`src/rtl/seq_gen_ctrl_pkg.sv`:
```
`default_nettype none
// ============================================================================
// Module   : seq_gen_ctrl_pkg
// Purpose  : Shared types and constants for the run-length sequence
//            generator: FSM state encoding and the default counter width.
// Ports    : none (package)
// Revision : 1.0 - initial release
// ============================================================================
package seq_gen_ctrl_pkg;

    localparam int CNT_W_DEF = 8;

    typedef enum logic [1:0] {
        ST_IDLE  = 2'd0,
        ST_ONES  = 2'd1,
        ST_ZERO  = 2'd2,
        ST_DRAIN = 2'd3
    } state_t;

endpackage
`default_nettype wire

```
`src/rtl/seq_gen_ctrl_if.sv`:
```
`default_nettype none
// ============================================================================
// Module   : seq_gen_ctrl_if
// Purpose  : Valid/ready symbol stream between the sequence generator and
//            the downstream serializer.
// Signals  : seq      - current symbol (master -> slave)
//            seq_vld  - symbol valid   (master -> slave)
//            seq_rdy  - consumer ready (slave -> master)
//            A transfer happens on a cycle with seq_vld & seq_rdy.
// Revision : 1.0 - initial release
// ============================================================================
interface seq_gen_ctrl_if;

    logic seq;
    logic seq_vld;
    logic seq_rdy;

    modport master (output seq, output seq_vld, input  seq_rdy);
    modport slave  (input  seq, input  seq_vld, output seq_rdy);

endinterface
`default_nettype wire

```
`src/rtl/seq_run_cnt.sv`:
```
`default_nettype none
// ============================================================================
// Module   : seq_run_cnt
// Purpose  : Run-length bookkeeping for seq_gen_ctrl. Holds the latched
//            configuration (max_run, wrap), the current run length k and the
//            position pos inside the run of ones, and decodes the flags the
//            FSM branches on.
// Ports    : i_clk, i_resetn       - clock, async active-low reset
//            load                  - accepted start: latch cfg, clear k/pos
//            pos_inc               - one '1' symbol transferred
//            run_next              - advance to the next run (k++, pos=0)
//            run_wrap              - restart at k=0 (pos=0)
//            cfg_max_run, cfg_wrap - configuration sampled on load
//            k, wrap               - current run length, latched wrap flag
//            last_one              - pos == k-1
//            last_run              - k == max_run
//            run_zero              - k == 0
// Revision : 1.0 - initial release
// ============================================================================
module seq_run_cnt
    import seq_gen_ctrl_pkg::*;
#(
    parameter int CNT_W = CNT_W_DEF
) (
    input  wire logic             i_clk,
    input  wire logic             i_resetn,
    input  wire logic             load,
    input  wire logic             pos_inc,
    input  wire logic             run_next,
    input  wire logic             run_wrap,
    input  wire logic [CNT_W-1:0] cfg_max_run,
    input  wire logic             cfg_wrap,
    output logic      [CNT_W-1:0] k,
    output logic                  wrap,
    output logic                  last_one,
    output logic                  last_run,
    output logic                  run_zero
);

    logic [CNT_W-1:0] pos;
    logic [CNT_W-1:0] max_run;

    always_ff @(posedge i_clk or negedge i_resetn) begin
        if (!i_resetn) begin
            k       <= '0;
            pos     <= '0;
            max_run <= '0;
            wrap    <= 1'b0;
        end else if (load) begin
            k       <= '0;
            pos     <= '0;
            max_run <= cfg_max_run;
            wrap    <= cfg_wrap;
        end else if (run_wrap) begin
            k       <= '0;
            pos     <= '0;
        end else if (run_next) begin
            // Only issued while k < max_run, so k cannot overflow.
            k       <= k + 1'b1;
            pos     <= '0;
        end else if (pos_inc) begin
            // pos stays below k here, so pos+1 <= k <= max_run.
            pos     <= pos + 1'b1;
        end
    end

    // Compare pos+1 against k one bit wider so k=0 never aliases to all-ones.
    assign last_one = ({1'b0, pos} + {{CNT_W{1'b0}}, 1'b1}) == {1'b0, k};
    assign last_run = (k == max_run);
    assign run_zero = (k == '0);

endmodule
`default_nettype wire

```
`src/rtl/seq_gen_ctrl.sv`:
```
`default_nettype none
// ============================================================================
// Module   : seq_gen_ctrl
// Purpose  : Emits the run-length pattern 0 | 1,0 | 1,1,0 | ... (k ones then
//            a zero, for k = 0..max_run) on a valid/ready stream under
//            start/stop control, with optional wrap back to k=0.
// Ports    : i_clk, i_resetn  - clock, async active-low reset
//            i_start, i_stop  - start pulse (IDLE only), abort request
//            i_cfg_max_run    - last run length, sampled on start
//            i_cfg_wrap       - restart at k=0 after max_run, sampled on start
//            stream           - symbol stream (seq / seq_vld / seq_rdy)
//            o_busy           - high while not IDLE
//            o_done           - 1-cycle pulse after normal completion
//            o_run_len        - k being emitted, 0 in IDLE
//            o_sym_cnt        - accepted symbols since start (optional)
// Options  : SEQ_GEN_CTRL_SYM_CNT_EN adds o_sym_cnt[31:0], cleared on start,
//            saturating at all-ones, held in IDLE.
// Revision : 1.0 - initial release
// ============================================================================
module seq_gen_ctrl
    import seq_gen_ctrl_pkg::*;
#(
    parameter int CNT_W = CNT_W_DEF
) (
    input  wire logic             i_clk,
    input  wire logic             i_resetn,
    input  wire logic             i_start,
    input  wire logic             i_stop,
    input  wire logic [CNT_W-1:0] i_cfg_max_run,
    input  wire logic             i_cfg_wrap,
    seq_gen_ctrl_if.master        stream,
    output logic                  o_busy,
    output logic                  o_done,
`ifdef SEQ_GEN_CTRL_SYM_CNT_EN
    output logic      [31:0]      o_sym_cnt,
`endif
    output logic      [CNT_W-1:0] o_run_len
);

    state_t           state;
    state_t           state_nxt;
    logic             drain_sym;
    logic             done_set;
    logic             seq;
    logic             seq_vld;
    logic             xfer;
    logic             load;
    logic             pos_inc;
    logic             run_next;
    logic             run_wrap;
    logic [CNT_W-1:0] k;
    logic             wrap;
    logic             last_one;
    logic             last_run;
    logic             run_zero;

    seq_run_cnt #(
        .CNT_W (CNT_W)
    ) u_run_cnt (
        .i_clk       (i_clk),
        .i_resetn    (i_resetn),
        .load        (load),
        .pos_inc     (pos_inc),
        .run_next    (run_next),
        .run_wrap    (run_wrap),
        .cfg_max_run (i_cfg_max_run),
        .cfg_wrap    (i_cfg_wrap),
        .k           (k),
        .wrap        (wrap),
        .last_one    (last_one),
        .last_run    (last_run),
        .run_zero    (run_zero)
    );

    always_ff @(posedge i_clk or negedge i_resetn) begin
        if (!i_resetn) begin
            state     <= ST_IDLE;
            drain_sym <= 1'b0;
            o_done    <= 1'b0;
        end else begin
            state  <= state_nxt;
            o_done <= done_set;
            // Remember the stalled symbol so DRAIN keeps presenting it.
            if (state_nxt == ST_DRAIN && state != ST_DRAIN)
                drain_sym <= seq;
        end
    end

    always_comb begin
        state_nxt = state;
        load      = 1'b0;
        pos_inc   = 1'b0;
        run_next  = 1'b0;
        run_wrap  = 1'b0;
        done_set  = 1'b0;
        seq       = 1'b0;
        seq_vld   = 1'b0;
        case (state)
            ST_IDLE: begin
                if (i_start && !i_stop) begin
                    load      = 1'b1;
                    // k is cleared on load, so every run starts with a zero.
                    state_nxt = ST_ZERO;
                end
            end
            ST_ONES: begin
                seq     = 1'b1;
                seq_vld = 1'b1;
                if (i_stop) begin
                    state_nxt = stream.seq_rdy ? ST_IDLE : ST_DRAIN;
                end else if (stream.seq_rdy) begin
                    pos_inc = 1'b1;
                    if (last_one || run_zero)
                        state_nxt = ST_ZERO;
                end
            end
            ST_ZERO: begin
                seq_vld = 1'b1;
                if (i_stop) begin
                    state_nxt = stream.seq_rdy ? ST_IDLE : ST_DRAIN;
                end else if (stream.seq_rdy) begin
                    if (last_run) begin
                        if (wrap) begin
                            run_wrap = 1'b1;
                        end else begin
                            done_set  = 1'b1;
                            state_nxt = ST_IDLE;
                        end
                    end else begin
                        run_next  = 1'b1;
                        state_nxt = ST_ONES;
                    end
                end
            end
            ST_DRAIN: begin
                seq     = drain_sym;
                seq_vld = 1'b1;
                if (stream.seq_rdy)
                    state_nxt = ST_IDLE;
            end
            default: state_nxt = ST_IDLE;
        endcase
    end

    assign xfer           = seq_vld & stream.seq_rdy;
    assign stream.seq     = seq;
    assign stream.seq_vld = seq_vld;
    assign o_busy         = (state != ST_IDLE);
    assign o_run_len      = (state == ST_IDLE) ? '0 : k;

`ifdef SEQ_GEN_CTRL_SYM_CNT_EN
    logic [31:0] sym_cnt;

    always_ff @(posedge i_clk or negedge i_resetn) begin
        if (!i_resetn)
            sym_cnt <= '0;
        else if (load)
            sym_cnt <= '0;
        else if (xfer && sym_cnt != 32'hFFFF_FFFF)
            sym_cnt <= sym_cnt + 32'd1;
    end

    assign o_sym_cnt = sym_cnt;
`else
    logic unused_xfer;
    assign unused_xfer = xfer;
`endif

endmodule
`default_nettype wire

```
`src/flat_wrapper.sv`:
```
// flat-port wrapper written by rule: the top's interface ports become plain ports
module seq_gen_ctrl_flat import seq_gen_ctrl_pkg::*;
#(
    parameter int CNT_W = CNT_W_DEF
)
  (i_clk, i_resetn, i_start, i_stop, i_cfg_max_run, i_cfg_wrap, o_busy, o_done, o_run_len, stream_seq, stream_seq_vld, stream_seq_rdy);
  seq_gen_ctrl_if stream_i ();
  input  wire logic i_clk;
  input  wire logic i_resetn;
  input  wire logic i_start;
  input  wire logic i_stop;
  input  wire logic [CNT_W-1:0] i_cfg_max_run;
  input  wire logic i_cfg_wrap;
  output logic o_busy;
  output logic o_done;
  output logic      [CNT_W-1:0] o_run_len;
  output wire logic [$bits(stream_i.seq)-1:0] stream_seq;
  output wire logic [$bits(stream_i.seq_vld)-1:0] stream_seq_vld;
  input wire logic [$bits(stream_i.seq_rdy)-1:0] stream_seq_rdy;
  assign stream_seq = stream_i.seq;
  assign stream_seq_vld = stream_i.seq_vld;
  assign stream_i.seq_rdy = stream_seq_rdy;
  seq_gen_ctrl #(.CNT_W(CNT_W)) u_core (.i_clk(i_clk), .i_resetn(i_resetn), .i_start(i_start), .i_stop(i_stop), .i_cfg_max_run(i_cfg_max_run), .i_cfg_wrap(i_cfg_wrap), .stream(stream_i), .o_busy(o_busy), .o_done(o_done), .o_run_len(o_run_len));
endmodule
```
`config.mk`:
```
export PLATFORM = sky130hd
export DESIGN_NAME = seq_gen_ctrl_flat
export DESIGN_NICKNAME = d
export VERILOG_FILES = /design/src/rtl/seq_gen_ctrl_pkg.sv /design/src/rtl/seq_gen_ctrl_if.sv /design/src/rtl/seq_run_cnt.sv /design/src/rtl/seq_gen_ctrl.sv /design/src/flat_wrapper.sv
export SDC_FILE = /design/constraint.sdc
export NUM_CORES = 1
export LEC_CHECK = 0
export ABC_AREA = 1
export BUFFER_PORTS_ARGS = -buffer_cell sky130_fd_sc_hd__buf_2
export CAP_MARGIN = 10
export CORE_MARGIN = 2
export CORE_UTILIZATION = 50
export DETAILED_ROUTE_END_ITERATION = 16
export PLACE_DENSITY = 0.71
export SYNTH_ARGS = -nofsm -noshare
export SYNTH_HDL_FRONTEND = slang
export SYNTH_SLANG_ARGS = --single-unit
export TNS_END_PERCENT = 100
```
`constraint.sdc`:
```
create_clock -name i_clk -period 2.3 [get_ports i_clk]
set_input_delay 0.46 -clock i_clk [delete_from_list [all_inputs] [get_ports i_clk]]
set_output_delay 0.46 -clock i_clk [all_outputs]
set_load 0.005 [all_outputs]
```
==> results of run 1 <==
[layer usage]
metal  GRT usage [%]  up-vias  wire (um)
met5               0        -          0
met4            6.65        0         70
met3            5.73        7        154
met2            34.4       40       1790
met1            28.1      757       1880
li1                -      848          -
[power by group]
group | internal (mW) | leakage [nW] | switching (mW)
clock network | 0.116 | 0.0320 | 0.178
registers | 0.560 | 0.379 | 0.0366
logic | 0.0965 | 0.621 | 0.125
[final timing paths]
kind	startpoint	endpoint	slack, ns	cells past startpoint
max	u_core.u_run_cnt.pos[0]$_DFFE_PN0P_	u_core.drain_sym$_DFFE_PN0P_	0.27	19
min	i_resetn	u_core.u_run_cnt.pos[7]$_DFFE_PN0P_	0.14	1
max reg2reg	u_core.u_run_cnt.pos[0]$_DFFE_PN0P_	u_core.drain_sym$_DFFE_PN0P_	0.27	19
min reg2reg	u_core.drain_sym$_DFFE_PN0P_	u_core.drain_sym$_DFFE_PN0P_	0.50	2
max in group asynchronous	i_resetn	u_core.u_run_cnt.pos[0]$_DFFE_PN0P_	1.69	1
min in group i_clk	i_cfg_max_run[3]	u_core.u_run_cnt.max_run[3]$_DFFE_PN0P_	0.36	2
[worst max-delay path: cells and delay by family (launching register included)]
| kind | cells | cell delay [ns] |
|---|---|---|
| flip-flops | 1 | 0.46 |
| buffers and inverters | 1 | 0.06 |
| adder cells (fa/ha/maj) | 1 | 0.24 |
| AND/OR/NAND/NOR | 17 | 1.21 |
[registers in the layout, indices dropped and copies added, names as in the netlist]
signal	cells
u_core.u_run_cnt.max_run	8
u_core.drain_sym	1
u_core.o_done	1
u_core.u_run_cnt.pos	8
u_core.u_run_cnt.k	8
u_core.state	2
u_core.u_run_cnt.wrap	1
[through the flow]
stage	hold WS [ns]	util, %
floorplan	0.164	-
global placement	0.458	58.8
detailed placement	0.477	58.8
CTS	0.165	60.3
global route	0.182	60.3
finish	0.143	60.3
[repair_timing]
action                     4_1_cts  5_1_grt
setup endpoints to repair        0        1
buffers inserted                 0        0
resized for setup                0        1
[logic make-up (layout without fill, tap and decap cells)]
logic type      after synthesis  after routing  synth area share, %
compound gates               22             22                 6.76
xor+xnor                     11             11                 5.26
fa+ha+maj                     3              3                 2.05
buf+inv                      33             64                 7.24
flops                        29             29                 39.6
mux                           7              7                 4.30
simple gates                138            138                 34.8
[cells in the final DEF (no fill, tap or decap)]
cell	instances
nand2_1	56
nor2_1	34
dfrtp_1	28
inv_1	27
buf_2	25
nand3_1	21
o21ai_0	11
xor2_1	10
nand4_1	8
a21oi_1	7
mux2_2	7
clkbuf_4	5
nor3b_1	4
nand2_2	3
nand3_2	3
nor3_1	3
ha_1	3
nor2_4	2
inv_2	2
nor4_1	2
o22ai_1	2
clkinv_2	2
buf_4	2
o21ai_1	1
xnor2_1	1
or2_2	1
a21oi_4	1
nor3_2	1
clkbuf_1	1
dfrtp_2	1
[cell type report]
class	count	area (um^2)	area share [%]
clock buffers	6	41.3	2.00
clock inverters	2	10.0	0.486
inverters	29	109	5.29
multi-input cells	181	975	47.3
flip-flops and latches	29	727	35.3
well taps	46	57.6	2.79
repair buffers	27	140	6.80
==> impl_metrics.toml, run 1 <==
[sta]
max_freq_ghz = 0.493
timing_worst_slew_pin_value_ns = 0.652
fin_ws_ns = 0.271
rsz0062_at_grt = "false"
min_period_ns = 2.03
slew_viol_final = 0
slew_headroom_pct = 56.5
setup_violations = 0
finalClockSkew_ns = 0.0123
period_share_pct = 88.2
tns_ns = 0
hold_violations = 0

[synth]
ys_seq_area_share_pct = 39.6
yosysMostFrequentCell = "nand2_1"
yosysWarnings = 0
synth_top_area_share_pct = 39.6
avgSynthCellArea_um2 = 7.54
synthArstFlopShare_pct = 100
yosys.area.top_type = "dfrtp_1"
syn-num-nets = 260
netlist_instances = 243
synthTopCellsByCount = "nand2_1 (56), nor2_1 (34), dfrtp_1 (29), inv_1 (27), nand3_1 (21)"
synth_seq_cells = 29
ys.flop_type = "dfrtp_1"
synth_area_mm2 = 0.00183
synth_edf_count = 0
ys_types = 27
synth_area_leaders = "dfrtp_1 (40%), nand2_1 (11%), nor2_1 (7.0%), nand3_1 (5.7%), inv_1 (5.5%)"

[routing]
avgRoutedWirePerCell_um = 12.2
ant_nets = 0
viasPerCell = 5.16
drt_iter0_markers = 154
wirelength_um = 3890
drt_first_pass_iters = 4
vias = 1652
drc = 0

[worst_setup_path]
startpoint_type = "flip-flop"
slowest_delay_ns = 0.46
end_kind = "flip-flop"
crit_type = "reg -> reg"
critPathMostFrequentCell = "nand2_1"
crit_slowest_cell = "dfrtp_2"
cp_data_required_time_ns = 2.53
crit_chain = "ha_1 -> nand2_1 -> inv_2 -> nor2_1 -> nand2_1 -> nand2_1 -> nand3_1 -> nor2_1 -> nand3_1 -> nand2_1 -> nand2_1 -> nand2_1 -> nand2_1 -> nand2_1 -> nand2_1 -> nand2_2 -> nand3_2 -> nand2_1 -> nand2_1"
cp_max_fo = 6
arrival_ns = 2.26

[place]
place_ws_ns = 0.260
place.port_buffers = 25
dpl.hpwl_um = 3020
place_area_mm2 = 0.00201
placedCellCount = 312
routabilityCongestion = 0.915

[layout]
fillerInstances = 341
stdcell_area_mm2 = 0.00206
final_cells = 320
nNetsFinal = 290
n_antenna_cell = 0
drive_gt1_share_pct = 20.1
areaGrowthSynthToFinish_pct = 12.4

[clocking]
htreeDepth = 2
cts_tree = "yes"
clock_latency_ns = 0.33
cts_hold_buf = 0
cts_root_buf = "clkbuf_4"
clock_path_buffers = 2
numCtsBuffers = 5
clock_sinks = 29
clkSlewWorstSetupHoldPaths_ns = 0.10

[floorplanning]
core_mm2 = 0.00342
start_util_pct = 53.7
rows = 21
dieArea_mm2 = 0.00417
dieHeight_um = 64.5
dieWidth_um = 64.5
io_pins = 26

[power_and_ir_drop]
p_leak_nw = 1.03
finalPower_mw = 1.11
pwr_density_cell_mw_per_mm2 = 540
ir_worst_vdd_v = 0.000329

[global_route]
grt_max_degree = 30
grt_pass1_wl_um = 6890
grt_overflow = 0
antenna_found_initial = 0
grt_pass1_vias = 1563
grt_usage_pct = 21.4

[run_status]
status = "complete, no violations"

[worst_hold_path]
hp-class = "in -> async"

[job]
maxCapViolations = 0
Power figures use the tool's default switching activity.
==> run 2: changes to the inputs <==
- CORE_MARGIN: 2 -> unset
- clock period: 2.3 -> 1.9 ns (I/O delays scaled with it)
==> impl_metrics.toml, run 2 (synthesis results as in run 1) <==
[place]
routabilityCongestion = 0.896
place.port_buffers = 25
dpl.hpwl_um = 3170
place_ws_ns = -0.0309

[routing]
drt_iter0_markers = 99
drt_first_pass_iters = 4
viasPerCell = 5.18
avgRoutedWirePerCell_um = 12.9
ant_nets = 0
wirelength_um = 4360
drc = 0
vias = 1752

[sta]
finalHoldWorstSlack_ns = 0.0488
setup_violations = 1
slew_viol_final = 0
tns_ns = -0.0655
period_share_pct = 103
min_period_ns = 1.97
fin_ws_ns = -0.0655
timing_worst_slew_pin_value_ns = 0.646
finalClockSkew_ns = 0.0232
slew_headroom_pct = 56.9
hold_violations = 0
rsz0062_at_grt = "true"
max_freq_ghz = 0.509

[worst_hold_path]
hp-class = "in -> async"

[global_route]
grt_overflow = 0
grt_pass1_vias = 1621
grt_usage_pct = 23.5
antenna_found_initial = 0
grt_max_degree = 30
grt_pass1_wl_um = 7120

[worst_setup_path]
critPathMostFrequentCell = "nand2_1"
end_kind = "flip-flop"
startpoint_type = "flip-flop"
cp_max_fo = 3
crit_family = "simple AND/OR/NAND/NOR gates"
crit_chain = "ha_2 -> xor2_1 -> nor2_1 -> nand3_1 -> nor2_1 -> nand3_1 -> nand2_2 -> nand2_1 -> nand2_1 -> nand2_1 -> nand2_1 -> nand2_1 -> nand2_2 -> nand3_2 -> nand2_1 -> nand2_1"
crit_slowest_cell = "dfrtp_1"
cp_num_buf_inv = 0
crit_type = "reg -> reg"
cp_data_required_time_ns = 2.12
slowest_delay_ns = 0.40
arrival_ns = 2.18

[run_status]
status = "finished, violations left"
violations = "negative setup slack"

[power_and_ir_drop]
finalPower_mw = 1.41
pwr_density_cell_mw_per_mm2 = 624
p_leak_nw = 1.13
ir_worst_vdd_v = 0.000545

[job]
maxCapViolations = 0

[floorplanning]
rows = 21
dieWidth_um = 62.5
dieHeight_um = 62.5
start_util_pct = 53.7
core_mm2 = 0.00342
dieArea_mm2 = 0.00391
io_pins = 26

[clocking]
htreeDepth = 2
clkSlewWorstSetupHoldPaths_ns = 0.11
cts_tree = "yes"
cts_root_buf = "clkbuf_4"
cts_hold_buf = 0
clock_latency_ns = 0.34
clock_sinks = 29
numCtsBuffers = 5
clock_path_buffers = 2

[layout]
n_antenna_cell = 0
nNetsFinal = 308
layout_common_cells = "nand2_1 (49), nor2_1 (30), inv_1 (26), dfrtp_1 (26), buf_2 (25)"
final_core_util_pct = 66.1
top_regs = "u_core.u_run_cnt.k x8, u_core.u_run_cnt.max_run x8, u_core.u_run_cnt.pos x8"
final_common_cell = "nand2_1"
fillerInstances = 321
drive_gt1_share_pct = 30.5
areaGrowthSynthToFinish_pct = 23.1
==> run 2: cell count changes in the layout (fill, tap and decap cells not counted), sizes merged <==
| cell | change |
|---|---|
| buf | +18 |
| clkbuf | +2 |
| clkinv | -2 |
==> run 2: path summary, 6_finish.rpt <==
path,startpoint,cells after the start,slack (ns),end
setup / recovery,u_core.u_run_cnt.pos[0]$_DFFE_PN0P_,16,-0.07,u_core.drain_sym$_DFFE_PN0P_
hold / removal,i_resetn,1,0.05,u_core.u_run_cnt.pos[6]$_DFFE_PN0P_
setup reg to reg,u_core.u_run_cnt.pos[0]$_DFFE_PN0P_,16,-0.07,u_core.drain_sym$_DFFE_PN0P_
hold reg to reg,u_core.drain_sym$_DFFE_PN0P_,2,0.50,u_core.drain_sym$_DFFE_PN0P_
max in group asynchronous,i_resetn,1,1.37,u_core.u_run_cnt.k[1]$_DFFE_PN0P_
min in group i_clk,i_cfg_max_run[4],2,0.28,u_core.u_run_cnt.max_run[4]$_DFFE_PN0P_
==> run 2: layer usage <==
metal / routed length [um] / track usage [%] / vias to the layer above
met1: 1990 / 30.1 / 818
met5: 0 / 0 / -
met4: 38 / 6.10 / 0
met3: 154 / 5.47 / 6
li1: - / - / 893
met2: 2180 / 39.7 / 35
==> run 2: area by class of cell <==
| type | instances | area (um^2) | share of cell area (%) |
|---|---|---|---|
| Multi-Input combinational cell | 181 | 1020 | 45.4 |
| Sequential cell | 29 | 729 | 32.3 |
| Timing Repair Buffer | 45 | 283 | 12.5 |
| Inverter | 29 | 114 | 5.04 |
| Tap cell | 46 | 57.6 | 2.55 |
| Clock buffer | 8 | 48.8 | 2.16 |
==> run 2: stage by stage <==
stage / area [um^2] / std cells
finish: 2260 / 338
floorplan: 1830 / 243
global placement: 2070 / 321
detailed placement: 2070 / 321
CTS: 2140 / 331
global route: 2260 / 338
==> run 2: timing repair <==
action / 4_1_cts / 5_1_grt
setup endpoints to repair: 1 / 12
setup buffers: 2 / 7
gates resized for setup: 0 / 27
pin swaps: 1 / 9
cloned: 0 / 0
==> run 2: where the power goes <==
| part | switching (mW) | total [mW] | internal [mW] | leakage (nW) |
|---|---|---|---|---|
| combinational | 0.177 | 0.328 | 0.152 | 0.732 |
| sequential | 0.0405 | 0.719 | 0.678 | 0.376 |
| clock | 0.214 | 0.361 | 0.147 | 0.0265 |
==> run 2: worst register-to-register path, delay by kind of cell (launching register included) <==
kind	cells	cell delay (ns)
xor+xnor	1	0.17
fa+ha+maj	1	0.30
simple gates	14	1.00
flops	1	0.40
